==> config.mk <==
export PLATFORM = sky130hd
export DESIGN_NAME = micro_simd_wb_stage
export DESIGN_NICKNAME = d
export VERILOG_FILES = /design/src/rtl/micro_simd_wb_stage.sv
export SDC_FILE = /design/constraint.sdc
export NUM_CORES = 1
export LEC_CHECK = 0
export ABC_AREA = 1
export CORE_ASPECT_RATIO = 0.9
export CORE_MARGIN = 2
export CORE_UTILIZATION = 52
export DETAILED_ROUTE_END_ITERATION = 12
export GPL_TIMING_DRIVEN = 0
export HOLD_SLACK_MARGIN = 0.12
export PLACE_DENSITY_LB_ADDON = 0.05
export SLEW_MARGIN = 20
export SYNTH_ARGS = -nofsm -noshare
export SYNTH_HDL_FRONTEND = slang
export SYNTH_SLANG_ARGS = --single-unit
==> constraint.sdc <==
create_clock -name i_CLK -period 19.65 [get_ports i_CLK]
set_clock_uncertainty 0.2 [all_clocks]
set_input_delay 3.93 -clock i_CLK [delete_from_list [all_inputs] [get_ports i_CLK]]
set_output_delay 3.93 -clock i_CLK [all_outputs]
set_load 0.01 [all_outputs]
==> src/rtl/micro_simd_wb_stage.sv <==
// Writeback/commit stage behind the 8-lane x 4-bit micro-SIMD ALU: a small result FIFO
// feeding the low register-file write port, plus sticky per-lane GE and saturation Q.
module micro_simd_wb_stage #(
  parameter int DEPTH = 2,
  parameter int RD_W  = 3
) (
  input  logic            i_CLK,
  input  logic            i_RST,
  input  logic            i_VALID,
  output logic            o_READY,
  input  logic [31:0]     i_RES,
  input  logic [31:0]     i_FLAGS,
  input  logic [RD_W-1:0] i_RD,
  input  logic            i_FLAG_UPD,
  input  logic            i_FLUSH,
  input  logic            i_Q_CLR,
  output logic            o_WB_VALID,
  input  logic            i_WB_READY,
  output logic [31:0]     o_WB_DATA,
  output logic [RD_W-1:0] o_WB_RD,
  output logic [7:0]      o_GE,
  output logic            o_Q,
  output logic [7:0]      o_LANE_Z
);

  localparam int PW = $clog2(DEPTH);
  localparam int CW = $clog2(DEPTH + 1);
  localparam logic [CW-1:0] FULL_CNT = CW'(DEPTH);

  logic [31:0]     res_mem   [DEPTH];
  logic [31:0]     flags_mem [DEPTH];
  logic [RD_W-1:0] rd_mem    [DEPTH];
  logic [DEPTH-1:0] upd_mem;

  logic [PW-1:0] wr_ptr;
  logic [PW-1:0] rd_ptr;
  logic [CW-1:0] count;
  logic [7:0]    ge;
  logic          q;

  logic          push;
  logic          pop;
  logic          head_upd;
  logic [31:0]   head_flags;
  logic [7:0]    ge_commit;
  logic          v_any;

  assign o_READY    = (count != FULL_CNT);
  assign o_WB_VALID = (count != '0);
  assign push       = i_VALID & o_READY;
  assign pop        = o_WB_VALID & i_WB_READY;

  // Head outputs are forced to zero while empty so stale storage never leaks out.
  assign o_WB_DATA  = o_WB_VALID ? res_mem[rd_ptr]   : '0;
  assign o_WB_RD    = o_WB_VALID ? rd_mem[rd_ptr]    : '0;
  assign head_flags = o_WB_VALID ? flags_mem[rd_ptr] : '0;
  assign head_upd   = o_WB_VALID & upd_mem[rd_ptr];
  assign o_GE       = ge;
  assign o_Q        = q;

  always_comb begin
    ge_commit = '0;
    o_LANE_Z  = '0;
    v_any     = 1'b0;
    for (int k = 0; k < 8; k++) begin
      ge_commit[k] = head_flags[4*k+1];
      o_LANE_Z[k]  = head_flags[4*k+2];
      v_any        = v_any | head_flags[4*k];
    end
  end

  always_ff @(posedge i_CLK) begin
    if (push && !i_FLUSH && !i_RST) begin
      res_mem[wr_ptr]   <= i_RES;
      flags_mem[wr_ptr] <= i_FLAGS;
      rd_mem[wr_ptr]    <= i_RD;
      upd_mem[wr_ptr]   <= i_FLAG_UPD;
    end
  end

  // A flush still lets the presented head commit; only the buffered remainder is lost.
  always_ff @(posedge i_CLK) begin
    if (i_RST) begin
      wr_ptr <= '0;
      rd_ptr <= '0;
      count  <= '0;
      ge     <= '0;
      q      <= 1'b0;
    end else begin
      if (i_FLUSH) begin
        wr_ptr <= '0;
        rd_ptr <= '0;
        count  <= '0;
      end else begin
        if (push) wr_ptr <= wr_ptr + 1'b1;
        if (pop)  rd_ptr <= rd_ptr + 1'b1;
        case ({push, pop})
          2'b10:   count <= count + 1'b1;
          2'b01:   count <= count - 1'b1;
          default: count <= count;
        endcase
      end
      if (pop && head_upd) ge <= ge_commit;
      q <= (q & ~i_Q_CLR) | (pop & head_upd & v_any);
    end
  end

endmodule

# Word level (Yosys, flattened, before mapping)
# Memory sizes are Yosys's and may differ from the RTL's. A register that Yosys moved wholly into a read port is not among the register bits.
# Index checks and enable logic that the tools add are counted.
[op_classes]
n_addsub = 4
magnitude_cmp = 3
eq_ne = 3
muxes = 17
n_bitwise = 15
n_reduce_logical = 9
[ops]
columns = ["cell", "count"]
rows = [
  ["$mux 32", 1],
  ["$mux 31", 1],
  ["$mux 1", 11],
  ["$or 1x1->1", 8],
  ["$and 1x1->1", 6],
  ["$logic_and 1x1->1", 4],
  ["$lt 1x2->1 const B", 2],
  ["$pmux 2 s2", 1],
  ["$reduce_bool 2->1", 2],
  ["$mux 3", 1],
  ["$add 1x1->1 const B", 2],
  ["$add 2x1->2 const B", 1],
  ["$bwmux 2", 1],
  ["$eq 2x1->1 const B", 1],
  ["$eq 2x2->1 const B", 1],
  ["$logic_not 1->1", 2],
  ["$ne 2x2->1 const B", 1],
  ["$reduce_or 2->1", 1],
  ["$sub 2x1->2 const B", 1],
  ["$demux 1 s1", 1],
  ["$ge 1x1->1 const B", 1],
  ["$not 1->1", 1],
]
[totals]
reg_bits = 15
ramBits = 134
in_bits = 74
output_inout_bits = 54
wordCells = 60
mem_count = 3
[mem_list]
columns = ["name", "words", "word_bits", "rd", "rd_clocked_by_memory_dff", "write_ports", "line_no", "rtl"]
rows = [
  ["flags_mem", 2, 32, 1, 1, 1, "31", "logic [31:0] flags_mem [DEPTH];"],
  ["res_mem", 2, 32, 1, 1, 1, "30", "logic [31:0] res_mem [DEPTH];"],
  ["rd_mem", 2, 3, 1, 1, 1, "32", "logic [RD_W-1:0] rd_mem [DEPTH];"],
]

# Longest topological paths before layout
# Gate-level depths: netlist (run 1).
[depth]
depth_word = 11
ltp_mapped = 8
ltp_nobuf = 8

# Least setup slack after synthesis (run 1)
# OpenSTA, ideal clock, no wires.
[synth_timing]
path_type = "input -> register"
startpoint = "input port i_RST"
endpoint = "memory flags_mem[1][0], enable pin"
setup_ns = 0.552
arrival_ns = 8.492
t_required_ns = 18.898
setup_slack_ns = 10.406
stages = 4
n_path_buf = 2
path_cell_list = "buf_6 or2_0 buf_2 nor3_1"
[synth_between]
elab_chain_cells = 4
[synth_rtl]
columns = ["item", "line_no", "rtl"]
rows = [
  ["start, declared", "8", "input logic i_RST,"],
  ["$logic_not 1->1", "73", "if (push && !i_FLUSH && !i_RST) begin"],
  ["$logic_and 1x1->1", "73", ""],
  ["$mux 1", "73", ""],
  ["$mux 1 (not written as such)", "75", "flags_mem[wr_ptr] <= i_FLAGS;"],
  ["end, declared", "31", ""],
]
# No other way between the ends.

==> impl_metrics.csv, run 1 <==
group,metric,value,unit
timing,rsz0062_at_grt,"false",
pwr,powerDensity,93.90,nW/um^2
setup_path,reg2reg_to,"res_mem[1][24]",
synthesis,synth-main-ff-cell,"edfxtp_1",
timing,slew_headroom,0.4165,
clock_network,htreeDepth,4,
synthesis,ys_warn_count,0,
global_routing,grt_remaining_overflow,0,
clock_network,cts_inserted_buffers,17,
synthesis,yosys.area_share.adder,0.002470,
synthesis,synthTopCellsByArea,"edfxtp_1 (71%), nand2_1 (9.2%), dfxtp_1 (5.5%), a21oi_1 (4.8%), nor2_1 (1.9%)",
floorplan,io_pins,128,
clock_network,clk_latency,0.51,ns
placement,place_inst,645,
synthesis,syn_avg_cell_area,12.92,um^2
placement,dp_hpwl,6956,um
synthesis,yosys.area_share.simple,0.1416,
finish,stdcell_count,677,
timing,final-setup-viol-count,0,
synthesis,synthTopCellsByCount,"nand2_1 (124), edfxtp_1 (120), a21oi_1 (49)",
setup_path,start_kind,"register",
global_routing,antenna_found_initial,0,
timing,period_share,0.3346,
pwr,cellLeakagePower,2.583,nW
setup_path,slowest_stage,"clkdlybuf4s50_1",
global_routing,grt_pass1_vias,3512,
synthesis,synth_compound_area_frac,0.05138,
synthesis,netlist_area,5065,um^2
finish,regArea,3884,um^2
global_routing,grt_pass1_wl,16500,um
timing,holdWs,0.2715,ns
finish,multiInputGateArea,1002,um^2
flow_run,maxCapViolations,0,
setup_path,crit_path_end_kind,"primary output",
worst_hold_path,hp-class,"reg2reg",
setup_path,worstPathMaxFanout,10,
synthesis,synth-async-reset-ratio,0,
floorplan,coreArea,9572,um^2
floorplan,initial_utilization,0.5292,
setup_path,crit_chain,"buf_2 -> inv_2 -> clkbuf_1 -> nand2_1 -> a21oi_1 -> buf_4 -> clkdlybuf4s50_1",
clock_network,clk_pin_slew,0.06,ns
outcome,status,"finished clean",
placement,port_buffers,118,
pwr,power.total,666.0,uW
routing,post-route-drc-count,0,
setup_path,ff2ff_path_depth,6,
clock_network,ctsResizeCount,0,
synthesis,synth.yosys.seq_area_share,0.7668,
synthesis,synth_edf_count,120,
synthesis,synth_largest_area_cell,"edfxtp_1",
global_routing,track_usage,0.2098,
routing,via_count,3365,
routing,firstDrtPassIters,4,
clock_network,cts.sinks,134,
clock_network,root_buffer,"clkbuf_8",
routing,vias_per_cell,4.970,
synthesis,synth_xor_area_frac,0,
floorplan,die_area,10550,um^2
timing,period_needed,6.575,ns
routing,drt_iter0_drc,132,
worst_hold_path,whs_endpoint,"wr_ptr",
clock_network,cts_tree,"done",
setup_path,arrival,2.45,ns
setup_path,ff2ff_setup_slack,17.21,ns
synthesis,synth_top_area_share,0.7115,
floorplan,die_w,108.0,um
floorplan,num_rows,34,
global_routing,grt_max_degree,24,
floorplan,die_h,97.63,um
placement,gp_congestion,0.7301,
clock_network,cts_max_path_buffers,2,
finish,fillers,633,
worst_hold_path,worstHoldStart,"wr_ptr",
routing,ant_nets,0,
timing,tns,0,ns
finish,synthToLayoutAreaGrowth,40.02,%
synthesis,syn-num-nets,467,
timing,hold_viol,0,
timing,timing.fmax,152.1,MHz
setup_path,cp.required,15.52,ns
synthesis,yosys.cell_count.top_type,"nand2_1",
clock_network,hold_buffers,0,
finish,drive_above_1_share,0.1252,
timing,tightest_slew,0.8706,ns
pwr,peakVddDrop,0.07324,mV
setup_path,crit_path_max_incr_delay,0.51,ns
synthesis,yosys-mux-area-fraction,0,
synthesis,ys_types,23,
synthesis,synth_top_family_by_area,"simple AND/OR/NAND/NOR gates",
finish,nets,613,
worst_hold_path,hold_path_depth,2,
finish,final_util,0.7409,
setup_path,r2r_start,"count[0]",
finish,insertedDiodeCount,0,
clock_network,cts_setup_buffers,0,
timing,drv_slew,0,
routing,wl_per_cell,15.32,um
synthesis,ys_ff_latch,134,
synthesis,postSynthCellCount,392,
routing,routed_wl,10370,um
setup_path,critical_path_class,"reg2out",
==> layer usage <==
metal	vias up	GRT usage	share of wire
met1	1614	0.2445	0.41
met3	17	0.05231	0.049
met4	0	0.08974	0.019
met2	95	0.3657	0.52
met5	-	0	0
li1	1639	-	-
==> worst max-delay path, delay by kind of cell, from the launching register on <==
family	cells	cell delay, ns
simple gates	1	0.12
buf+inv	5	1.36
flops	1	0.29
compound gates	1	0.15
==> through the flow <==
| step | setup WS (ns) | cell area [um^2] |
|---|---|---|
| global placement | 7.701 | 6404 |
| finish | 13.07 | 7092 |
| global route | 12.89 | 7092 |
| floorplan | 10.41 | 5065 |
| detailed placement | 13.22 | 6524 |
| CTS | 13.04 | 7092 |
==> power breakdown <==
group          internal [mW]  total, mW  switching, mW
combinational         0.0261     0.0475         0.0214
sequential             0.317      0.318        0.00185
clock                  0.181      0.300          0.119
total                  0.523      0.666          0.143
==> flip-flops by register name, indices dropped and copies added, names as in the netlist, named ones only <==
| name | cells |
|---|---|
| res_mem | 64 |
| o_Q | 1 |
| rd_ptr | 1 |
| o_GE | 8 |
| upd_mem | 2 |
| flags_mem | 48 |
| count | 2 |
| wr_ptr | 1 |
| rd_mem | 6 |
==> cells in the final DEF (no fill, tap or decap) <==
master,instances
a21oi_1,49
and3_1,1
buf_12,1
buf_16,1
buf_2,7
buf_4,14
buf_6,3
bufinv_16,2
clkbuf_1,8
clkbuf_16,16
clkbuf_8,1
clkdlybuf4s50_1,118
clkinv_1,3
clkinv_4,2
clkinvlp_4,4
dfxtp_1,14
edfxtp_1,120
ha_1,1
inv_1,10
inv_2,1
inv_4,1
inv_6,4
nand2_1,124
nand2_4,1
nand3_1,2
nor2_1,24
nor2_4,2
nor2_8,1
nor3_1,5
nor3_2,6
o21bai_1,2
or2_0,1
or2_2,2
==> logic make-up (layout without fill, tap and decap cells) <==
family | after synthesis | in the layout
AO/OA/AOI/OAI | 51 | 51
adder cells (fa/ha/maj) | 1 | 1
buffers and inverters | 37 | 196
flip-flops | 134 | 134
AND/OR/NAND/NOR | 169 | 169
==> worst max path at each step <==
stage,cells past startpoint,endpoint,startpoint,slack (ns)
finish,7,o_LANE_Z[1],register,13.07
global route,7,o_LANE_Z[1],register,12.89
CTS,7,o_LANE_Z[0],register,13.04
detailed placement,6,res_mem[1][27],i_FLUSH,13.22
global placement,4,res_mem[1][27],i_FLUSH,7.70
floorplan,4,flags_mem[1][0],i_RST,10.41
==> layout make-up <==
cell class	instances	area share
Buffer	25	0.02029
Clock buffer	17	0.05840
Clock inverter	15	0.02170
Inverter	12	0.006704
Multi-Input combinational cell	221	0.1413
Sequential cell	134	0.5476
Tap cell	126	0.02223
Timing Repair Buffer	127	0.1817
Power figures use the tool's default switching activity.
==> run 2, diff against run 1 <==
--- a/config.mk
+++ b/config.mk
@@ -8,7 +8,7 @@
 export ABC_AREA = 1
 export CORE_ASPECT_RATIO = 0.9
 export CORE_MARGIN = 2
-export CORE_UTILIZATION = 52
+export CORE_UTILIZATION = 44
 export DETAILED_ROUTE_END_ITERATION = 12
 export GPL_TIMING_DRIVEN = 0
 export HOLD_SLACK_MARGIN = 0.12
==> constraint.sdc (replaced) <==
create_clock -name i_CLK -period 5.9 [get_ports i_CLK]
set_clock_uncertainty 0.2 [all_clocks]
set_input_delay 1.18 -clock i_CLK [delete_from_list [all_inputs] [get_ports i_CLK]]
set_output_delay 1.18 -clock i_CLK [all_outputs]
set_load 0.01 [all_outputs]
==> impl_metrics.csv, run 2 (synthesis results as in run 1) <==
group,metric,value,unit
finish,nets,612,
timing,period_share,0.6260,
routing,wl_per_cell,14.90,um
setup_path,r2r_start,"count[0]",
setup_path,worstPathMaxFanout,10,
flow_run,maxCapViolations,0,
routing,firstDrtPassIters,4,
routing,drt_iter0_drc,172,
timing,final-setup-viol-count,0,
global_routing,grt_pass1_vias,3287,
placement,place_ws,2.492,ns
setup_path,arrival,2.31,ns
clock_network,clk_pin_slew,0.06,ns
pwr,peakVddDrop,0.3137,mV
finish,synthToLayoutAreaGrowth,40.34,%
timing,rsz0062_at_grt,"false",
setup_path,cp.required,4.52,ns
routing,ant_nets,0,
finish,largest_reg_flops,64,
floorplan,coreArea,11340,um^2
worst_hold_path,worstHoldStart,"o_Q",
pwr,powerDensity,293.6,nW/um^2
clock_network,htreeDepth,4,
routing,vias_per_cell,4.664,
clock_network,ctsResizeCount,0,
timing,layout_setup_ws,2.207,ns
floorplan,io_pins,128,
clock_network,cts_tree,"done",
outcome,status,"finished clean",
clock_network,hold_buffers,0,
placement,placed_area,6626,um^2
finish,largest-register,"res_mem",
routing,post-route-drc-count,0,
timing,holdWs,0.2729,ns
setup_path,crit_chain,"buf_2 -> inv_2 -> clkbuf_1 -> nand2_1 -> a21oi_1 -> clkdlybuf4s50_1",
placement,gp_congestion,0.7036,
timing,period_needed,3.693,ns
timing,timing.fmax,270.8,MHz
setup_path,critical_path_class,"reg2out",
finish,final_util,0.6267,
timing,tightest_slew,0.5903,ns
clock_network,clk_latency,0.40,ns
finish,design_area,7108,um^2
floorplan,die_w,117.1,um
floorplan,die_area,12390,um^2
timing,hold_viol,0,
setup_path,start_kind,"register",
setup_path,crit_path_max_incr_delay,0.58,ns
placement,port_buffers,118,
worst_hold_path,hp-class,"reg2reg",
setup_path,crit_path_end_kind,"primary output",
finish,drive_above_1_share,0.1075,
clock_network,cts.sinks,134,
floorplan,num_rows,37,
timing,slew_headroom,0.6056,
floorplan,initial_utilization,0.4466,
routing,routed_wl,10510,um
global_routing,antenna_found_initial,0,
routing,via_count,3288,
setup_path,reg2reg_to,"res_mem[0][26]",
clock_network,cts_setup_buffers,0,
finish,insertedDiodeCount,0,
setup_path,slowest_stage,"clkdlybuf4s50_1",
global_routing,grt_remaining_overflow,0,
floorplan,die_h,105.8,um
setup_path,ff2ff_path_depth,6,
clock_network,cts_max_path_buffers,2,
pwr,cellLeakagePower,2.576,nW
placement,dp_hpwl,7126,um
global_routing,grt_max_degree,20,
timing,drv_slew,0,
global_routing,grt_pass1_wl,16060,um
clock_network,root_buffer,"clkbuf_16",
timing,tns,0,ns
setup_path,ff2ff_setup_slack,3.73,ns
finish,layout_common_cells,"nand2_1 (124), edfxtp_1 (120), clkdlybuf4s50_1 (118)",
clock_network,cts_inserted_buffers,17,
finish,final_common_cell,"nand2_1",
global_routing,track_usage,0.1776,
setup_path,worstSetupEndpoint,"o_WB_DATA[6]",
-- run 2: where the power goes --
group / total (mW) / internal (mW) / switching (mW) / leakage [nW]
combinational: 0.162 / 0.0892 / 0.0730 / 1.14
sequential: 1.06 / 1.06 / 0.00572 / 1.20
clock: 0.864 / 0.522 / 0.342 / 0.237
-- run 2: stage by stage --
stage               power [mW]  cells
detailed placement       1.244    674
finish                   2.087    705
global route             2.164    705
floorplan                1.139    392
global placement         1.235    666
CTS                      2.110    705
-- run 2: critical path: cells and delay by family (launching register included) --
| kind | cells | cell delay (ns) |
|---|---|---|
| buffers and inverters | 4 | 1.31 |
| flip-flops | 1 | 0.30 |
| AO/OA/AOI/OAI | 1 | 0.19 |
| AND/OR/NAND/NOR | 1 | 0.11 |
-- run 2: worst min path at each step --
| stage | endpoint | slack (ns) | cells past startpoint |
|---|---|---|---|
| after floorplan | wr_ptr | 0.24 | 2 |
| after CTS | wr_ptr | 0.28 | 2 |
| after global routing | wr_ptr | 0.31 | 2 |
| after detailed placement | wr_ptr | 0.27 | 2 |
| final | o_Q | 0.27 | 2 |
| after global placement | wr_ptr | 0.25 | 2 |
-- run 2: area by class of cell --
cell class                      count  area [um^2]
Buffer                             25        143.9
Clock buffer                       22        444.2
Clock inverter                      9        37.54
Fill cell                         930         4234
Inverter                           12        47.55
Multi-Input combinational cell    221         1008
Sequential cell                   134         3884
Tap cell                          156        195.2
Timing Repair Buffer              126         1348
-- run 2: layer usage --
metal	track usage	vias to the layer above	routed length, um
li1	-	1648	-
met1	0.2196	1539	4578
met2	0.2775	95	5036
met3	0.08108	6	793
met4	0.05798	0	98
met5	0	-	0
==> run 3, diff against run 2 <==
--- a/config.mk
+++ b/config.mk
@@ -8,7 +8,7 @@
 export ABC_AREA = 1
 export CORE_ASPECT_RATIO = 0.9
 export CORE_MARGIN = 2
-export CORE_UTILIZATION = 44
+export CORE_UTILIZATION = 49
 export DETAILED_ROUTE_END_ITERATION = 12
 export GPL_TIMING_DRIVEN = 0
 export HOLD_SLACK_MARGIN = 0.12
==> constraint.sdc (replaced) <==
create_clock -name i_CLK -period 3.5 [get_ports i_CLK]
set_clock_uncertainty 0.2 [all_clocks]
set_input_delay 0.7 -clock i_CLK [delete_from_list [all_inputs] [get_ports i_CLK]]
set_output_delay 0.7 -clock i_CLK [all_outputs]
set_load 0.01 [all_outputs]
==> impl_metrics.csv, run 3 (synthesis results as in run 1) <==
group,metric,value,unit
global_routing,grt_max_degree,26,
placement,placed_area,6570,um^2
clock_network,htreeDepth,4,
setup_path,slowest_stage,"clkdlybuf4s50_1",
clock_network,cts_tree,"done",
worst_hold_path,whs_endpoint,"wr_ptr",
timing,timing.fmax,309.5,MHz
floorplan,io_pins,128,
placement,gp_congestion,0.7318,
pwr,pwr-share-comb,0.072,
setup_path,ff2ff_setup_slack,1.26,ns
floorplan,coreArea,10160,um^2
setup_path,worstPathMaxFanout,10,
finish,final_common_cell,"nand2_1",
timing,tightest_slew,0.6016,ns
timing,rsz0062_at_grt,"false",
timing,period_share,0.9232,
placement,dp_hpwl,6805,um
flow_run,maxCapViolations,0,
pwr,p_switching,803.5,uW
setup_path,r2r_start,"count[0]",
routing,post-route-drc-count,0,
setup_path,path_buf_inv,4,
pwr,netSwitchingFraction,0.2125,
floorplan,die_area,11170,um^2
floorplan,die_w,111.2,um
clock_network,ctsResizeCount,0,
setup_path,ff2ff_path_depth,6,
timing,drv_slew,0,
clock_network,cts_setup_buffers,0,
finish,drive_above_1_share,0.1257,
setup_path,reg2reg_to,"res_mem[0][23]",
clock_network,clk_pin_slew,0.06,ns
setup_path,critical_path_class,"reg2out",
setup_path,start_kind,"register",
floorplan,num_rows,35,
finish,largest-register,"res_mem",
routing,vias_per_cell,4.901,
finish,design_area,7151,um^2
setup_path,path_delay_family,"buffers and inverters",
clock_network,root_buffer,"clkbuf_16",
finish,final_util,0.7038,
finish,synthToLayoutAreaGrowth,41.18,%
global_routing,grt_remaining_overflow,0,
worst_hold_path,worstHoldStart,"wr_ptr",
clock_network,cts.sinks,134,
finish,nets,611,
floorplan,initial_utilization,0.4985,
pwr,cellLeakagePower,2.598,nW
pwr,peakVddDrop,0.3475,mV
timing,slew_headroom,0.5980,
finish,insertedDiodeCount,0,
pwr,p_clk_frac,0.456,
setup_path,cp.depth,6,
clock_network,clk_latency,0.40,ns
worst_hold_path,hold_path_depth,2,
setup_path,arrival,2.33,ns
clock_network,cts_inserted_buffers,17,
routing,wl_per_cell,15.22,um
routing,firstDrtPassIters,4,
outcome,status,"finished clean",
routing,routed_wl,10320,um
timing,hold_viol,0,
routing,via_count,3323,
worst_hold_path,hp-class,"reg2reg",
timing,final-setup-viol-count,0,
timing,period_needed,3.231,ns
finish,fillers,718,
setup_path,crit_chain,"buf_2 -> inv_2 -> clkbuf_1 -> nand2_1 -> a21oi_1 -> clkdlybuf4s50_1",
global_routing,track_usage,0.1898,
setup_path,crit_path_end_kind,"primary output",
global_routing,grt_pass1_wl,16190,um
floorplan,die_h,100.5,um
finish,largest_reg_flops,64,
pwr,powerDensity,528.8,nW/um^2
pwr,p_int,2.978,mW
clock_network,hold_buffers,0,
placement,port_buffers,118,
routing,drt_iter0_drc,150,
finish,layout_common_cells,"nand2_1 (124), edfxtp_1 (120), clkdlybuf4s50_1 (118)",
setup_path,cp.required,2.60,ns
global_routing,antenna_found_initial,0,
pwr,seqPwrFrac,0.473,
global_routing,grt_pass1_vias,3295,
setup_path,crit_path_max_incr_delay,0.59,ns
clock_network,cts_max_path_buffers,2,
routing,ant_nets,0,
[run 3: through the flow]
step | setup slack [ns] | power (mW) | hold slack, ns | setup TNS [ns] | cells
2_1_floorplan | 0.1286 | 1.920 | 0.2411 | 0 | 392
3_3_place_gp | -1.113 | 2.079 | 0.2479 | -119.65 | 639
3_5_place_dp | 0.5211 | 2.092 | 0.2625 | 0 | 646
4_1_cts | 0.2327 | 3.802 | 0.2701 | 0 | 678
5_1_grt | 0.07299 | 3.894 | 0.3009 | 0 | 678
6_report | 0.2689 | 3.781 | 0.2674 | 0 | 678
[run 3: how the worst max path moves through the flow]
stage / from / endpoint / slack, ns
final: register / o_WB_DATA[23] / 0.27
after global routing: register / o_LANE_Z[4] / 0.07
after CTS: register / o_WB_DATA[23] / 0.23
after detailed placement: i_FLUSH / res_mem[0][26] / 0.52
after global placement: i_FLUSH / res_mem[0][26] / -1.11
after floorplan: i_RST / flags_mem[0][0] / 0.13
[run 3: per-layer routing]
| metal | global-route usage | up-vias | part of all wire |
|---|---|---|---|
| li1 | - | 1643 | - |
| met3 | 0.04991 | 13 | 0.058 |
| met4 | 0.08737 | 0 | 0.016 |
| met1 | 0.2379 | 1563 | 0.44 |
| met2 | 0.3147 | 104 | 0.48 |
| met5 | 0 | - | 0 |
[run 3: final cells by class]
class / count / area, um^2 / area share
repair buffers: 125 / 1325 / 0.1853
well taps: 129 / 161.4 / 0.02257
plain buffers: 25 / 143.9 / 0.02012
clock buffers: 18 / 429.2 / 0.06002
clock inverters: 14 / 151.4 / 0.02117
flip-flops and latches: 134 / 3884 / 0.5431
multi-input cells: 221 / 1008 / 0.1410
inverters: 12 / 47.55 / 0.006649
[run 3: worst register-to-register path: stages (launching register included)]
cell	delay (ns)
dfxtp_1	0.41
inv_1	0.10
nand2_1	0.12
nand3_1	0.14
nor2_4	0.50
buf_16	0.25
buf_12	0.21
[run 3: power by group through the flow]
stage / Sequential, mW / Clock (mW) / Combinational (mW)
final: 1.79 / 1.72 / 0.271
after global routing: 1.79 / 1.81 / 0.292
after CTS: 1.79 / 1.74 / 0.274
after detailed placement: 1.82 / 0 / 0.272
after global placement: 1.82 / 0 / 0.258
after floorplan: 1.82 / 0 / 0.0977
